$ cat src/rtl/lfsr_pkg.sv
// Shared definitions for the LFSR generator: feedback form selectors and lock-state helper.
package lfsr_pkg;

    localparam int MODE_FIB = 0;
    localparam int MODE_GAL = 1;

    // All-ones is the stuck state for XNOR feedback, all-zeros for XOR feedback.
    function automatic logic [31:0] lock_val(input int width, input logic xnor_fb);
        logic [31:0] v;
        v = '0;
        for (int i = 0; i < 32; i++) begin
            v[i] = xnor_fb && (i < width);
        end
        return v;
    endfunction

endpackage

$ cat src/rtl/lfsr_next.sv
// Combinational next-state of the LFSR for either Fibonacci or Galois form.
module lfsr_next
    import lfsr_pkg::*;
#(
    parameter int               WIDTH   = 5,
    parameter int               MODE    = MODE_FIB,
    parameter logic [WIDTH-1:0] TAPS    = 5'b10100,
    parameter bit               XNOR_FB = 1'b0
) (
    input  logic [WIDTH-1:0] q_i,
    output logic [WIDTH-1:0] nxt_o
);

    generate
        if (MODE == MODE_GAL) begin : g_galois
            assign nxt_o = {q_i[WIDTH-2:0], 1'b0} ^ ({WIDTH{q_i[WIDTH-1]}} & TAPS);
        end else begin : g_fib
            logic fb;
            assign fb    = (^(q_i & TAPS)) ^ XNOR_FB;
            assign nxt_o = {q_i[WIDTH-2:0], fb};
        end
    endgenerate

endmodule

$ cat src/rtl/lfsr_gen.sv
// Parametrised LFSR with runtime seed load, lock-up recovery and period (wrap) tracking.
module lfsr_gen
    import lfsr_pkg::*;
#(
    parameter int               WIDTH   = 5,
    parameter int               MODE    = MODE_FIB,
    parameter logic [WIDTH-1:0] TAPS    = 5'b10100,
    parameter bit               XNOR_FB = 1'b0,
    parameter logic [WIDTH-1:0] SEED    = 5'h01
) (
    input  logic             clk,
    input  logic             rst,
    input  logic             en,
    input  logic             load,
    input  logic [WIDTH-1:0] seed_in,
    output logic [WIDTH-1:0] q,
    output logic             bit_out,
    output logic             lockup,
    output logic             rec,
    output logic             wrap,
    output logic [WIDTH-1:0] cnt
);

    // XNOR only makes sense for the external-XOR form.
    localparam bit               XNOR_EFF  = (MODE == MODE_FIB) && XNOR_FB;
    localparam logic [31:0]      LOCK_FULL = lock_val(WIDTH, XNOR_EFF);
    localparam logic [WIDTH-1:0] LOCK      = LOCK_FULL[WIDTH-1:0];

    logic [WIDTH-1:0] q_q, q_d;
    logic [WIDTH-1:0] seed_q, seed_d;
    logic [WIDTH-1:0] cnt_q, cnt_d;
    logic             lockup_q, lockup_d;
    logic             rec_q, rec_d;
    logic             wrap_q, wrap_d;
    logic [WIDTH-1:0] nxt;

    lfsr_next #(
        .WIDTH  (WIDTH),
        .MODE   (MODE),
        .TAPS   (TAPS),
        .XNOR_FB(XNOR_EFF)
    ) u_next (
        .q_i  (q_q),
        .nxt_o(nxt)
    );

    always_comb begin
        q_d    = q_q;
        seed_d = seed_q;
        cnt_d  = cnt_q;
        rec_d  = 1'b0;
        wrap_d = 1'b0;
        if (load) begin
            q_d    = seed_in;
            seed_d = seed_in;
            cnt_d  = '0;
        end else if (en) begin
            if (q_q == LOCK) begin
                // A stored seed equal to LOCK would re-lock, so fall back to SEED.
                q_d   = (seed_q == LOCK) ? SEED : seed_q;
                cnt_d = '0;
                rec_d = 1'b1;
            end else begin
                q_d = nxt;
                if (nxt == seed_q) begin
                    wrap_d = 1'b1;
                    cnt_d  = '0;
                end else begin
                    cnt_d = cnt_q + 1'b1;
                end
            end
        end
        lockup_d = (q_d == LOCK);
    end

    always_ff @(posedge clk) begin
        if (rst) begin
            q_q      <= SEED;
            seed_q   <= SEED;
            cnt_q    <= '0;
            lockup_q <= 1'b0;
            rec_q    <= 1'b0;
            wrap_q   <= 1'b0;
        end else begin
            q_q      <= q_d;
            seed_q   <= seed_d;
            cnt_q    <= cnt_d;
            lockup_q <= lockup_d;
            rec_q    <= rec_d;
            wrap_q   <= wrap_d;
        end
    end

    assign q       = q_q;
    assign bit_out = q_q[WIDTH-1];
    assign lockup  = lockup_q;
    assign rec     = rec_q;
    assign wrap    = wrap_q;
    assign cnt     = cnt_q;

endmodule

$ cat config.mk
export PLATFORM = sky130hd
export DESIGN_NAME = lfsr_gen
export DESIGN_NICKNAME = d
export VERILOG_FILES = /design/src/rtl/lfsr_pkg.sv /design/src/rtl/lfsr_next.sv /design/src/rtl/lfsr_gen.sv
export SDC_FILE = /design/constraint.sdc
export NUM_CORES = 1
export LEC_CHECK = 0
export CAP_MARGIN = 20
export CORE_UTILIZATION = 45
export CTS_BUF_LIST = sky130_fd_sc_hd__clkbuf_16
export CTS_CLUSTER_DIAMETER = 50
export CTS_CLUSTER_SIZE = 28
export DETAILED_ROUTE_END_ITERATION = 10
export PLACE_DENSITY = 0.79
export SETUP_SLACK_MARGIN = 0.2
export SLEW_MARGIN = 20
export SYNTH_ARGS = -nofsm -noshare
export SYNTH_HDL_FRONTEND = slang
export SYNTH_HIERARCHICAL = 1
export SYNTH_SLANG_ARGS = --single-unit
export TNS_END_PERCENT = 20
$ cat constraint.sdc
create_clock -name clk -period 2.15 [get_ports clk]
set_input_delay 0.215 -clock clk [delete_from_list [all_inputs] [get_ports clk]]
set_output_delay 0.215 -clock clk [all_outputs]
set_load 0.1 [all_outputs]
== Word-level counts from Yosys, hierarchy flattened ==
Index checks and enable logic that the tools add are counted.

* Input bits: 9
* Latch bits: 0
* Memory bits (writable): 0
* Bits in read-only memories: 0
* Memories: 0
* Register bits: 18

* Muxes and demuxes: 8
* Shift-type cells: 0
* Eq/ne operators: 1
* Order comparisons: 0
* Div/mod/pow operators: 0
* $mul: 0
* Reduce and logical (&&, ||, !) cells: 7
* Bitwise operators: 1
* Add/sub/neg operators: 1

{| class="wikitable"
|+ Operator list
! kind !! count
|-
| $mux W5 || 6
|-
| $logic_not A5 Y1 || 3
|-
| $add A5 B1 Y5 const B || 1
|-
| $eq A5 B5 Y1 || 1
|-
| $reduce_xor A5 Y1 || 1
|-
| $reduce_or A4 Y1 || 1
|-
| $reduce_or A3 Y1 || 1
|-
| $mux W1 || 2
|-
| $reduce_or A2 Y1 || 1
|-
| $not A1 Y1 || 1
|}

== Depth between registers and ports, before layout ==
Gate-level depths: netlist of the first run.

* Depth after elaboration: 6
* Mapped depth: 7
* Gate-level depth less buffers: 6

== Cells and area by module ==
The synthesis of the first run kept the hierarchy.

{| class="wikitable"
|+ Modules (own cells, without submodules)
! module !! cells each !! area an instance (µm²) !! instances
|-
| lfsr_gen || 101 || 959.7 || 1
|-
| lfsr_next || 6 || 46.3 || 1
|}

== Worst setup path after synthesis of the first run ==
Ideal clock, no wire load.

* Path type: register to register
* Start point: register q_q[2] (netlist: q[2])
* End point: register cnt_q[4] (netlist: cnt[4])
* Data arrival time: 2,309 ps
* Stages on the path, launching flop included: 8
* Path slack: -248 ps
* Data required time: 2,062 ps
* Path buffers: 1
* Cell sequence: dfxtp_1 -> xor2_1 -> buf_4 -> xnor2_1 -> nand2_1 -> o21ai_2 -> or4_4 -> a311oi_2

* Cells in the longest elaborated chain, start to end: 4

{| class="wikitable"
|+ Ends and longest elaborated chain
! item !! RTL line !! source
|-
| start, declared || lfsr_gen.sv:29 || <nowiki>logic [WIDTH-1:0] q_q, q_d;</nowiki>
|-
| start signal, assigned || lfsr_gen.sv:85 || <nowiki>q_q <= q_d;</nowiki>
|-
| $reduce_xor A5 Y1 || lfsr_next.sv:19 || <nowiki>assign fb = (^(q_i & TAPS)) ^ XNOR_FB;</nowiki>
|-
| net u_next.g_fib.fb || lfsr_next.sv:18 || <nowiki>logic fb;</nowiki>
|-
| $eq A5 B5 Y1 || lfsr_gen.sv:65 || <nowiki>if (nxt == seed_q) begin</nowiki>
|-
| $mux W5 || lfsr_gen.sv:65 ||
|-
| $mux W5 || lfsr_gen.sv:58 || <nowiki>if (q_q == LOCK) begin</nowiki>
|-
| end signal, assigned || lfsr_gen.sv:87 || <nowiki>cnt_q <= cnt_d;</nowiki>
|-
| end, declared || lfsr_gen.sv:31 || <nowiki>logic [WIDTH-1:0] cnt_q, cnt_d;</nowiki>
|}

The timed path passes the listed nets, and every way through them passes these cells.
A chain may end at the register's enable or synchronous reset.

== Final worst setup path of the first run ==
* Start point: register q_q[2] (netlist: q[2])
* End point: register cnt_q[4] (netlist: cnt[4])

* Cells in the longest elaborated chain, start to end: 4

{| class="wikitable"
|+ Ends and longest elaborated chain
! item !! RTL line !! source
|-
| $reduce_xor A5 Y1 || lfsr_next.sv:19 ||
|-
| net nxt[0] || lfsr_gen.sv:35 || <nowiki>logic [WIDTH-1:0] nxt;</nowiki>
|-
| $eq A5 B5 Y1 || lfsr_gen.sv:65 ||
|-
| $mux W5 || lfsr_gen.sv:65 ||
|-
| $mux W5 || lfsr_gen.sv:58 ||
|}

The timed path passes the listed nets, and every way through them passes these cells.

==> results.md, run 1 <==
- Outcome: finished clean
- Internal: 0.668 mW
- Final TNS setup: 0 ns
- Routed Antenna Nets: 0
- EDFF count, synth: 0
- Combinational share of power: 0.225
- HPWL after detailed placement: 1510 um
- Worst r2r src: q[2]
- Via density per instance: 5.64
- Max_cap viols: 0
- CTS resizes: 0
- Pin count of the biggest net entering global routing: 16
- DR DRC count: 0
- Period utilization: 0.799
- Syn Nets: 117
- Worst Path Arrival: 1.88 ns
- Drt wl/cell: 13.7 um
- Area contributors post-synth: dfxtp_1, buf_4, mux2i_1
- Die W: 49.3 um
- GPL Wtd Cong: 0.927
- Setup crit end kind: register
- Layout net count: 136
- Worst Skew: 0.00129 ns
- Main flop type after synthesis: dfxtp_1
- Ys Warns: 6
- Worst min-delay path class: reg2reg
- Clock sink count: 18
- Seq/Total Area, Yosys: 0.358
- Vert. Die Dim: 49.3 um
- Hold buffers post-CTS: 0
- CP Launch Point: q[2]
- Unique cell type count in the Yosys netlist: 40
- Top-area cell type share of the netlist area: 0.358
- Slew margin rel.: 0.636
- Mapped cell area: 1010 sq um
- Final setup fails: 0
- Max-slew violations: 0
- Sw Ratio: 0.300
- Post-Synthesis Cells: 107
- Slew @ Worst Pin: 0.545 ns
- P&R area growth vs syn: 24.0%
- Drt total wl: 2080 um
- Die area: 2430 sq um
- Average size of a mapped cell: 9.40 sq um
- Startpoint types: register
- Core box area: 2020 sq um
- IO Port Bufs: 22
- Global-route usage over all layers: 0.188
- RSZ-0062 raised after global routing: false
- Max incr delay on CP: 0.48 ns
- Seq pwr share: 0.391
- First drt pass iteration count: 4
- Sw power: 0.287 mW
- Post-CTS setup buffers: 0
- Pwr/cell area: 765 nW/um^2
- Critical Path RT: 2.31 ns
- Row count: 16
- Area leader, netlist: dfxtp_1
- Antenna violations before repair: 0
- Reg clk slew, reported paths: 0.05 ns
- Clock network power share: 0.384
- First-pass GRT wire length: 3540 um
- Period minus WS final: 1.72 ns
- Crit path cell chain: xor2_1, xnor2_1, nand2_1, o21ai_2, or4_4, a311oi_2
- Placed cells: 148
- Peak supply drop: 0.000486 V
- CTS tree: built
- Bufs on Longest Clock Path: 2
- Share of layout cells above drive strength 1: 0.304
- Diode count: 0
- Starting density of the core: 0.498
- CP max-delay cell: or4_4
- Fillers: 162
- I/O pins: 23
- Final Total Pwr: 0.954 mW
- CP Class: reg2reg
- Via count of the first global-routing pass: 765
- Final Non-Filler Cells: 152
- Fraction of registers with async set/reset: 0
- Gr ovfl total: 0
- Max Freq: 582 MHz
- Seq cells post-synth: 18
- Clk_lat worst skew: 0.25 ns
- DR iter-0 viols: 24
- Hold Startpoint: cnt[0]
- Count of final hold-check violations: 0
- Leakage: 0.514 nW
- Via count: 857
- Root Driver: clkbuf_16
- Crit path max fanout: 6
- CTS Buf Count: 3
- H-tree levels: 1
[flip-flops by register name (all words and copies together) (netlist names)]
signal  count
cnt         5
lockup      1
q           5
rec         1
wrap        1
seed_q      5
[through the flow]
| step | instance area, sq um | util | hold slack, ns | setup WS [ns] |
|---|---|---|---|---|
| 3_3_place_gp | 1170 | 0.578 | 0.476 | 0.259 |
| 3_5_place_dp | 1170 | 0.578 | 0.494 | 0.240 |
| 4_1_cts | 1250 | 0.617 | 0.501 | 0.422 |
| 5_1_grt | 1250 | 0.617 | 0.567 | 0.340 |
| 2_1_floorplan | 1020 | - | 0.277 | 0.237 |
| 6_report | 1250 | 0.617 | 0.497 | 0.432 |
[layer usage]
metal | vias up | global-route usage | part of all wire
li1 | 422 | - | -
met1 | 398 | 0.251 | 0.44
met2 | 35 | 0.283 | 0.47
met3 | 2 | 0.0467 | 0.076
met4 | 0 | 0.0833 | 0.0082
met5 | - | 0 | 0
[final cells by class]
type,instances,area [sq um],share of cell area
inverter,2,7.51,0.00602
tap,27,33.8,0.0271
timing repair buffer,24,200,0.160
clock inverter,1,3.75,0.00301
clock buffer,3,75.1,0.0602
sequential,18,374,0.300
multi-input combinational,77,553,0.443
[path summary, 6_finish.rpt]
kind / endpoint / slack (ns) / depth (start not counted)
hold / removal: cnt[0] / 0.50 / 2
hold reg to reg: cnt[0] / 0.50 / 2
setup reg to reg: cnt[4] / 0.43 / 6
setup / recovery: cnt[4] / 0.43 / 6
[synth_stat cells (3+ instances only)]
master	count
o21ai_0	3
buf_4	8
dfxtp_1	18
a21oi_1	4
a22oi_1	3
nor2_1	11
nand3_1	5
nand2_1	7
mux2i_1	5
xnor2_1	5
[worst max-delay path, delay by kind of cell, from the launching register on]
kind / cells / cell delay [ns]
and+or+nand+nor: 2 / 0.57
DFF: 1 / 0.39
xor gates and xnor gates: 2 / 0.33
AOI/OAI and AO/OA: 2 / 0.33
[placed cells by master (no fill, tap or decap), types with 3 or more instances in the layout]
cell type / n
buf_4: 16
nor2_1: 11
dfxtp_1: 11
clkdlybuf4s50_1: 8
nand2_1: 7
mux2i_1: 5
xnor2_1: 5
nand3_1: 5
dfxtp_2: 5
a21oi_1: 4
a22oi_1: 3
inv_1: 3
o21ai_0: 3
clkbuf_16: 3
[power by group through the flow]
| stage | Clock, mW | Combinational, mW | Sequential [mW] |
|---|---|---|---|
| final | 0.367 | 0.214 | 0.373 |
| after global routing | 0.392 | 0.228 | 0.376 |
| after CTS | 0.376 | 0.215 | 0.373 |
| after detailed placement | 0 | 0.214 | 0.379 |
| after global placement | 0 | 0.212 | 0.378 |
| after floorplan | 0 | 0.115 | 0.440 |
[cells by family after synthesis]
family | Yosys count | synth area share
compound gates | 21 | 0.160
buf+inv | 12 | 0.0920
mux | 6 | 0.0609
simple gates | 43 | 0.264
fa+ha+maj | 1 | 0.0124
xor+xnor | 6 | 0.0522
flops | 18 | 0.358
Power figures use the tool's default switching activity.
==> run 2: changes to the inputs <==
CORE_UTILIZATION = 44   (was 45)
PLACE_DENSITY = 0.8   (was 0.79)
clock period = 1.5 ns   (was 2.15 ns; I/O delays follow)
==> run 2 against run 1 <==
The flow now finishes with violations (negative setup slack). Core utilization grew 20 points. First-iteration DRC count shrank 13%. Via count grew 22%. Critical path type unchanged. Largest cell class unchanged.
==> results.md, run 2 (synthesis gave the netlist of run 1 again) <==
- Global-route usage over all layers: 0.306 (+0.118)
- Diode count: 0 (unchanged)
- Final Non-Filler Cells: 177 (+16%)
- First-pass GRT wire length: 5460 um (+54%)
- Pin count of the biggest net entering global routing: 11 (-5)
- RSZ-0062 raised after global routing: true
- CTS tree: built
- Final WS setup: -0.197 ns (-0.629 ns)
- Share of layout cells above drive strength 1: 0.487 (+0.183)
- Most frequent cells in the layout: buf_4, buf_12, nor2_1
- Die area: 2480 sq um (+2.2%)
- Multi-input gate area: 604 sq um (+9.3%)
- Reg clk slew, reported paths: 0.05 ns (about the same)
- Placed cells: 172 (+16%)
- Root Driver: clkbuf_16
- DR iter-0 viols: 21 (-13%)
- Worst Skew: 0.00446 ns (+0.00318 ns)
- Leading cell type in the layout, fill and taps excluded: buf_4
- Antenna violations before repair: 0 (unchanged)
- GPL Wtd Cong: 0.914 (-1.3%)
- Gr ovfl total: 0 (unchanged)
- Period minus WS final: 1.70 ns (-0.0213 ns)
- Worst hold slack: 0.440 ns (-0.0578 ns)
- Slew margin rel.: 0.777 (+0.141)
- Leakage: 0.696 nW (+35%)
- Worst R2R Setup Slack: -0.20 ns (-0.63 ns)
- Starting density of the core: 0.488 (-0.00966)
- Clk_lat worst skew: 0.25 ns (about the same)
- Worst min-delay path class: in2reg
- Die W: 49.8 um (+1.1%)
- Row count: 16 (unchanged)
- Worst Path Arrival: 1.84 ns (-0.04 ns)
- HPWL after detailed placement: 2130 um (+40%)
- Via count: 1,043 (+22%)
- Placed instance area: 1550 sq um (+33%)
- Failing checks: negative setup slack
- Crit path max fanout: 4 (-2)
- Clock sink count: 18 (unchanged)
- Max Freq: 589 MHz (+1.3%)
- Final TNS setup: -0.413 ns (-0.413 ns)
- Design area: 1690 sq um (+36%)
- Peak supply drop: 0.000879 V (+81%)
- Period utilization: 1.13 (+0.332)
- CTS Buf Count: 3 (unchanged)
- I/O pins: 23 (unchanged)
- Post-Place Setup Slack: -0.345 ns (-0.585 ns)
- Setup crit end kind: register
- Vert. Die Dim: 49.8 um (+1.1%)
- Layout net count: 161 (+18%)
- Pwr/cell area: 906 nW/um^2 (+18%)
- Routed Antenna Nets: 0 (unchanged)
- Bufs on Longest Clock Path: 2 (unchanged)
- Startpoint types: register
- Final setup fails: 5 (+5)
- CP Class: reg2reg
- Count of final hold-check violations: 0 (unchanged)
- Critical Path RT: 1.65 ns (-0.66 ns)
- First drt pass iteration count: 4 (unchanged)
- Drt wl/cell: 18.9 um (+38%)
- Register area: 389 sq um (+4.0%)
- Core box area: 2060 sq um (+2.0%)
- IO Port Bufs: 22 (unchanged)
- DR DRC count: 0 (unchanged)
- Outcome: finished with violations
- Max-slew violations: 0 (unchanged)
- Via count of the first global-routing pass: 1,088 (+42%)
- Slew @ Worst Pin: 0.331 ns (-0.213 ns)
- Max_cap viols: 0 (unchanged)
- H-tree levels: 1 (unchanged)
- Drt total wl: 3350 um (+61%)
- Via density per instance: 5.89 (+4.5%)
- Fillers: 106 (-35%)
- P&R area growth vs syn: 68.2%
-- run 2: changes by cell type in the layout (fill, tap and decap cells not counted), sizes merged --
| cell | previous run | this run |
|---|---|---|
| buf | 16 | 41 |
| clkdlybuf4s50 | 8 | 7 |
| clkinv | 0 | 1 |
| dlygate4sd2 | 0 | 1 |
| inv | 3 | 2 |
-- run 2: area by class of cell --
cell class,count,area share
Inverter,2,0.00444
Clock inverter,1,0.00222
Timing Repair Buffer,49,0.342
Multi-Input combinational cell,77,0.357
Clock buffer,3,0.0444
Sequential cell,18,0.230
Tap cell,27,0.0200
-- run 2: timing repair --
action	4_1_cts	5_1_grt
pin swaps	5	3
gates cloned	0	0
hold buffers	0	0
gates resized for setup	9	4
setup buffers	1	0
endpoints found under the setup margin	12	12
-- run 2: final timing paths --
check            start   endpoint  depth (start not counted)
max               q[2]     cnt[4]                          6
min                 en     cnt[2]                          2
max reg2reg       q[2]     cnt[4]                          6
min reg2reg  seed_q[0]  seed_q[0]                          2
-- run 2: routing by layer --
metal,vias to the layer above,global-route usage,wire length (um)
li1,472,-,-
met1,501,0.335,1360
met2,52,0.527,1650
met3,18,0.0556,137
met4,0,0.214,202
met5,-,0,0
-- run 2: stage by stage --
stage / power, mW / utilization
after floorplan: 0.792 / -
after global placement: 0.952 / 0.752
after detailed placement: 0.963 / 0.752
after CTS: 1.52 / 0.815
after global routing: 1.59 / 0.820
final: 1.53 / 0.820
-- run 2: critical path, cell delays in order, from the launching register on --
cell and delay, ns:
dfxtp_4 0.37, xor2_2 0.19, xnor2_1 0.15, nand2_1 0.11, o21ai_2 0.09, or4_4 0.43, a311oi_2 0.27
-- run 2: power by group --
part / internal (mW) / leakage, nW / switching, mW
clock network: 0.355 / 0.0385 / 0.184
registers: 0.497 / 0.153 / 0.0312
logic: 0.204 / 0.504 / 0.261
==> patch 1: new RTL, config.mk and constraints of run 2 <==
`WIDTH` is set to 5 in 2 places; all go to 7.
--- a/src/rtl/lfsr_next.sv
+++ b/src/rtl/lfsr_next.sv
@@ -3,5 +3,5 @@
     import lfsr_pkg::*;
 #(
-    parameter int               WIDTH   = 5,
+    parameter int               WIDTH   = 7,
     parameter int               MODE    = MODE_FIB,
     parameter logic [WIDTH-1:0] TAPS    = 5'b10100,
--- a/src/rtl/lfsr_gen.sv
+++ b/src/rtl/lfsr_gen.sv
@@ -3,5 +3,5 @@
     import lfsr_pkg::*;
 #(
-    parameter int               WIDTH   = 5,
+    parameter int               WIDTH   = 7,
     parameter int               MODE    = MODE_FIB,
     parameter logic [WIDTH-1:0] TAPS    = 5'b10100,
Ports: changed (resized cnt, q and seed_in); port bits go from 23 to 29. No check against the original RTL was run, so the function may have changed too.
==> patch 1 against run 2 <==
Die area up 25%; maximum frequency shrank 14%; utilization down 6.3 points; area after synthesis increased by 26%; the flow still finishes with violations (negative setup slack); wire length rose by 13%; worst setup slack worse by 0.27 ns; worst hold slack improved by 0.045 ns; non-clock buffer count increased by 7; sequential cell count up 6; combinational power rose by 29%; first-iteration DRC count is 150% higher; critical path depth did not move; critical endpoint is now lockup$_SDFF_PP0_; final area up 22%; critical path type unchanged; power is 22% higher.
==> patch 1: results (changes against run 2) <==
| Metric | Value |
|---|---|
| Status | `finished, violations left` |
| Failing checks | `negative setup slack` |
| Routed WL | `3790 microns (+13%)` |
| Post-layout nets | `217 (+35%)` |
| Gr usage total | `26.1% (-4.5 points)` |
| Antenna diodes | `0 (unchanged)` |
| Largest net degree at the start of global routing | `20 (+9)` |
| Hpwl dp | `2690 microns (+27%)` |
| Vias in the first global route | `1355 (+25%)` |
| Fill cells | `184 (+74%)` |
| Worst path arrival time | `2.14 ns (+0.30 ns)` |
| Worst Hold Class | `in2reg` |
| Fin Setup TNS | `-4.42 ns (-4.00 ns)` |
| P_leak | `0.818 nW (+18%)` |
| Via count | `1353 (+30%)` |
| Maximum vdd drop | `0.000785 V (-11%)` |
| Placed Cells | `231 (+34%)` |
| Top post-synthesis cells by count | `dfxtp_1 (24), nor2_1 (23), a21oi_1 (14)` |
| Final WS setup | `-0.470 ns (-0.273 ns)` |
| Yosys cell types | `30 (-25%)` |
| Starting DRT DRC Count | `52 (+150%)` |
| Cts bufs inserted | `3 (unchanged)` |
| Crit-path max cell delay | `0.54 ns (+0.11 ns)` |
| First-pass DRT Iterations | `4 (unchanged)` |
| DP Worst Slack | `-0.527 ns (-0.182 ns)` |
| First-pass GRT wire length | `6260 microns (+15%)` |
| H-tree depth | `1 (unchanged)` |
| Syn nets | `172 (+47%)` |
| Final setup violating endpoints | `15 (+10)` |
| Slew of the pin with the lowest slew margin | `0.338 ns (+0.00659 ns)` |
| Number of port buffers | `28 (+27%)` |
| DP Area | `1910 sq um (+23%)` |
| Post-synthesis instance total | `160 (+50%)` |
| Most area-consuming cells after synthesis | `dfxtp_1 (38%), xor2_1 (7.6%), nor2_1 (6.8%)` |
| Clk Latency, worst-skew pair | `0.26 ns` |
| Layout cells sized above 1 | `33.8% (-15 points)` |
| Placer Congestion | `0.951 (+4.0%)` |
| Clock Skew | `0.00402 ns (-0.000442 ns)` |
| Register area share after synthesis | `37.9% (+2.1 points)` |
| Crit-path max FO | `5 (+1)` |
| Routed via count divided by cell count | `5.76 (-2.3%)` |
-- patch 1: cell types whose count changed after synthesis, moves of 6 or more --
cell,delta
a21oi_1,+10
clkbuf_1,+6
dfxtp_1,+6
nand2b_1,+9
nor2_1,+12
nor3_1,+6
xor2_1,+10
-- patch 1: per-stage QoR --
| step | utilization (%) | hold WS (ns) |
|---|---|---|
| final | 75.7 | 0.485 |
| after global routing | 75.7 | 0.516 |
| after CTS | 74.3 | 0.484 |
| after detailed placement | 69.7 | 0.523 |
| after global placement | 69.7 | 0.515 |
| after floorplan | - | 0.306 |
-- patch 1: area by class of cell --
type / instances / share of cell area, %
Multi-Input combinational cell: 118 / 37.6
Timing Repair Buffer: 56 / 32.4
Sequential cell: 24 / 24.0
Clock buffer: 3 / 3.63
Tap cell: 31 / 1.87
Inverter: 2 / 0.363
Clock inverter: 1 / 0.181
-- patch 1: cells by family (layout without fill, tap and decap cells) --
| kind of cell | count (synthesis) | in the layout | share of synthesized area, % |
|---|---|---|---|
| simple gates | 70 | 70 | 27.7 |
| flops | 24 | 24 | 37.9 |
| buf+inv | 18 | 62 | 7.81 |
| xor+xnor | 14 | 14 | 9.68 |
| compound gates | 33 | 33 | 15.9 |
| fa+ha+maj | 1 | 1 | 0.988 |
-- patch 1: path summary, 6_finish.rpt --
check                                            start                      to  depth (start not counted)
worst max-delay path                   q[4]$_SDFF_PP0_       lockup$_SDFF_PP0_                          6
worst min-delay path                        seed_in[2]  seed_q[2]$_SDFFE_PP0P_                          3
worst max register to register         q[4]$_SDFF_PP0_       lockup$_SDFF_PP0_                          6
worst min register to register  seed_q[6]$_SDFFE_PP0P_  seed_q[6]$_SDFFE_PP0P_                          2
-- patch 1: power breakdown --
group / switching [W] / total [W] / internal, W
clock: 0.000227 / 0.000584 / 0.000356
combinational: 0.000351 / 0.000599 / 0.000249
sequential: 0.0000259 / 0.000691 / 0.000665
total: 0.000604 / 0.00187 / 0.00127
-- patch 1: metal layers --
metal | vias to the layer above | track usage [%] | share of wire (%)
met2 | 64 | 46.3 | 54
li1 | 636 | - | -
met1 | 639 | 29.5 | 38
met5 | - | 0 | 0
met4 | 0 | 14.3 | 2.6
met3 | 14 | 4.65 | 5.2
-- patch 1: repair_timing --
action,CTS,global route
resized for setup,9,8
pin swaps,6,1
setup buffers,0,0
setup endpoints to repair,17,17
-- patch 1: worst min-delay path, cell delays in order --
cell	delay, ns
clkdlybuf4s50_1	0.40
nand2_1	0.08
a21oi_1	0.06
==> patch 2: new RTL, config.mk and constraints of run 2 <==
Without the edit above. Reset style: asynchronous (`rst`), changed in one clocked block.
--- a/src/rtl/lfsr_gen.sv
+++ b/src/rtl/lfsr_gen.sv
@@ -74,5 +74,5 @@
     end
 
-    always_ff @(posedge clk) begin
+    always_ff @(posedge clk or posedge rst) begin
         if (rst) begin
             q_q      <= SEED;
Function: differs if rst is asserted again (counterexample within 4 cycles, from zero or initial values and one cycle with rst high); with rst held inactive, the same outputs for 10 cycles.
==> patch 2 against run 2 <==
The run still ends with negative setup slack left; maximum frequency up 6.8%; final area fell by 6.4%; utilization shrank 3.7 points; sequential cell count stayed put; power increased by 13%; global-route usage down 7.2 points; wire length down 27%; area after synthesis down 2.9%; worst setup slack improved by 0.11 ns; clock power down 4.6%; clock skew shrank 0.0023 ns; combinational power is 37% higher; sequential share of layout area is 6.4 points higher; critical path type unchanged; critical endpoint is now cnt[2]$_DFFE_PP0P_; largest power group is now combinational cells; highest routed layer unchanged.
==> patch 2: results (changes against run 2) <==
| Metric | Value |
|---|---|
| Fill cells | `109 (+2.8%)` |
| Crit-path max cell delay | `0.52 ns (+0.09 ns)` |
| Via count | `867 (-17%)` |
| DP Area | `1470 sq um (-5.1%)` |
| First-pass GRT wire length | `4240 microns (-22%)` |
| Fin Setup TNS | `-0.361 ns (+0.0523 ns)` |
| Top post-synthesis cells by count | `dfrtp_1 (16), nand2_1 (7), o21ai_1 (7)` |
| Largest net degree at the start of global routing | `19 (+8)` |
| Final setup violating endpoints | `6 (+1)` |
| Global Route met3 Usage | `2.49% (-3.1 points)` |
| Post-layout nets | `143 (-11%)` |
| CP top delay family | `flip-flops` |
| Crit-path max FO | `6 (+2)` |
| Vias in the first global route | `915 (-16%)` |
| Gr usage total | `23.5% (-7.2 points)` |
| Post-synthesis async set-or-reset flop share | `100% (+100 points)` |
| Hpwl dp | `1870 microns (-12%)` |
| WL met2 | `1240 microns (-25%)` |
| Failing checks | `negative setup slack` |
| Post-synthesis instance total | `96 (-10%)` |
| Status | `finished, violations left` |
| Grt met2 use | `39.7% (-13 points)` |
| Clock Skew | `0.00219 ns (-0.00227 ns)` |
| Final WS setup | `-0.0886 ns (+0.108 ns)` |
| Relative slew slack | `78.0% (+0.26 points)` |
| Layout cells sized above 1 | `45.0% (-3.6 points)` |
==> patch 2: cell families (layout without fill, tap and decap cells) <==
kind of cell               Yosys count  after routing  share of synthesized area [%]
adders and majority gates            1              1                           1.28
muxes                                9              9                           9.73
buffers and inverters               13             48                           7.55
and+or+nand+nor                     29             29                           17.4
DFF                                 18             18                           46.4
xor gates and xnor gates             6              6                           5.38
AOI/OAI and AO/OA                   20             20                           12.3
==> patch 2: cell type report <==
| cell class | count | area [sq um] | area share, % |
|---|---|---|---|
| Tap cell | 27 | 33.8 | 2.13 |
| Timing Repair Buffer | 41 | 514 | 32.5 |
| Clock buffer | 3 | 75.1 | 4.74 |
| Inverter | 4 | 15.0 | 0.948 |
| Multi-Input combinational cell | 65 | 480 | 30.3 |
| Sequential cell | 18 | 465 | 29.4 |
==> patch 2: timing repair <==
| action | in CTS | in global routing |
|---|---|---|
| pin swaps | 8 | 0 |
| resized for setup | 6 | 1 |
| endpoints found under the setup margin | 13 | 12 |
| setup buffers | 1 | 0 |
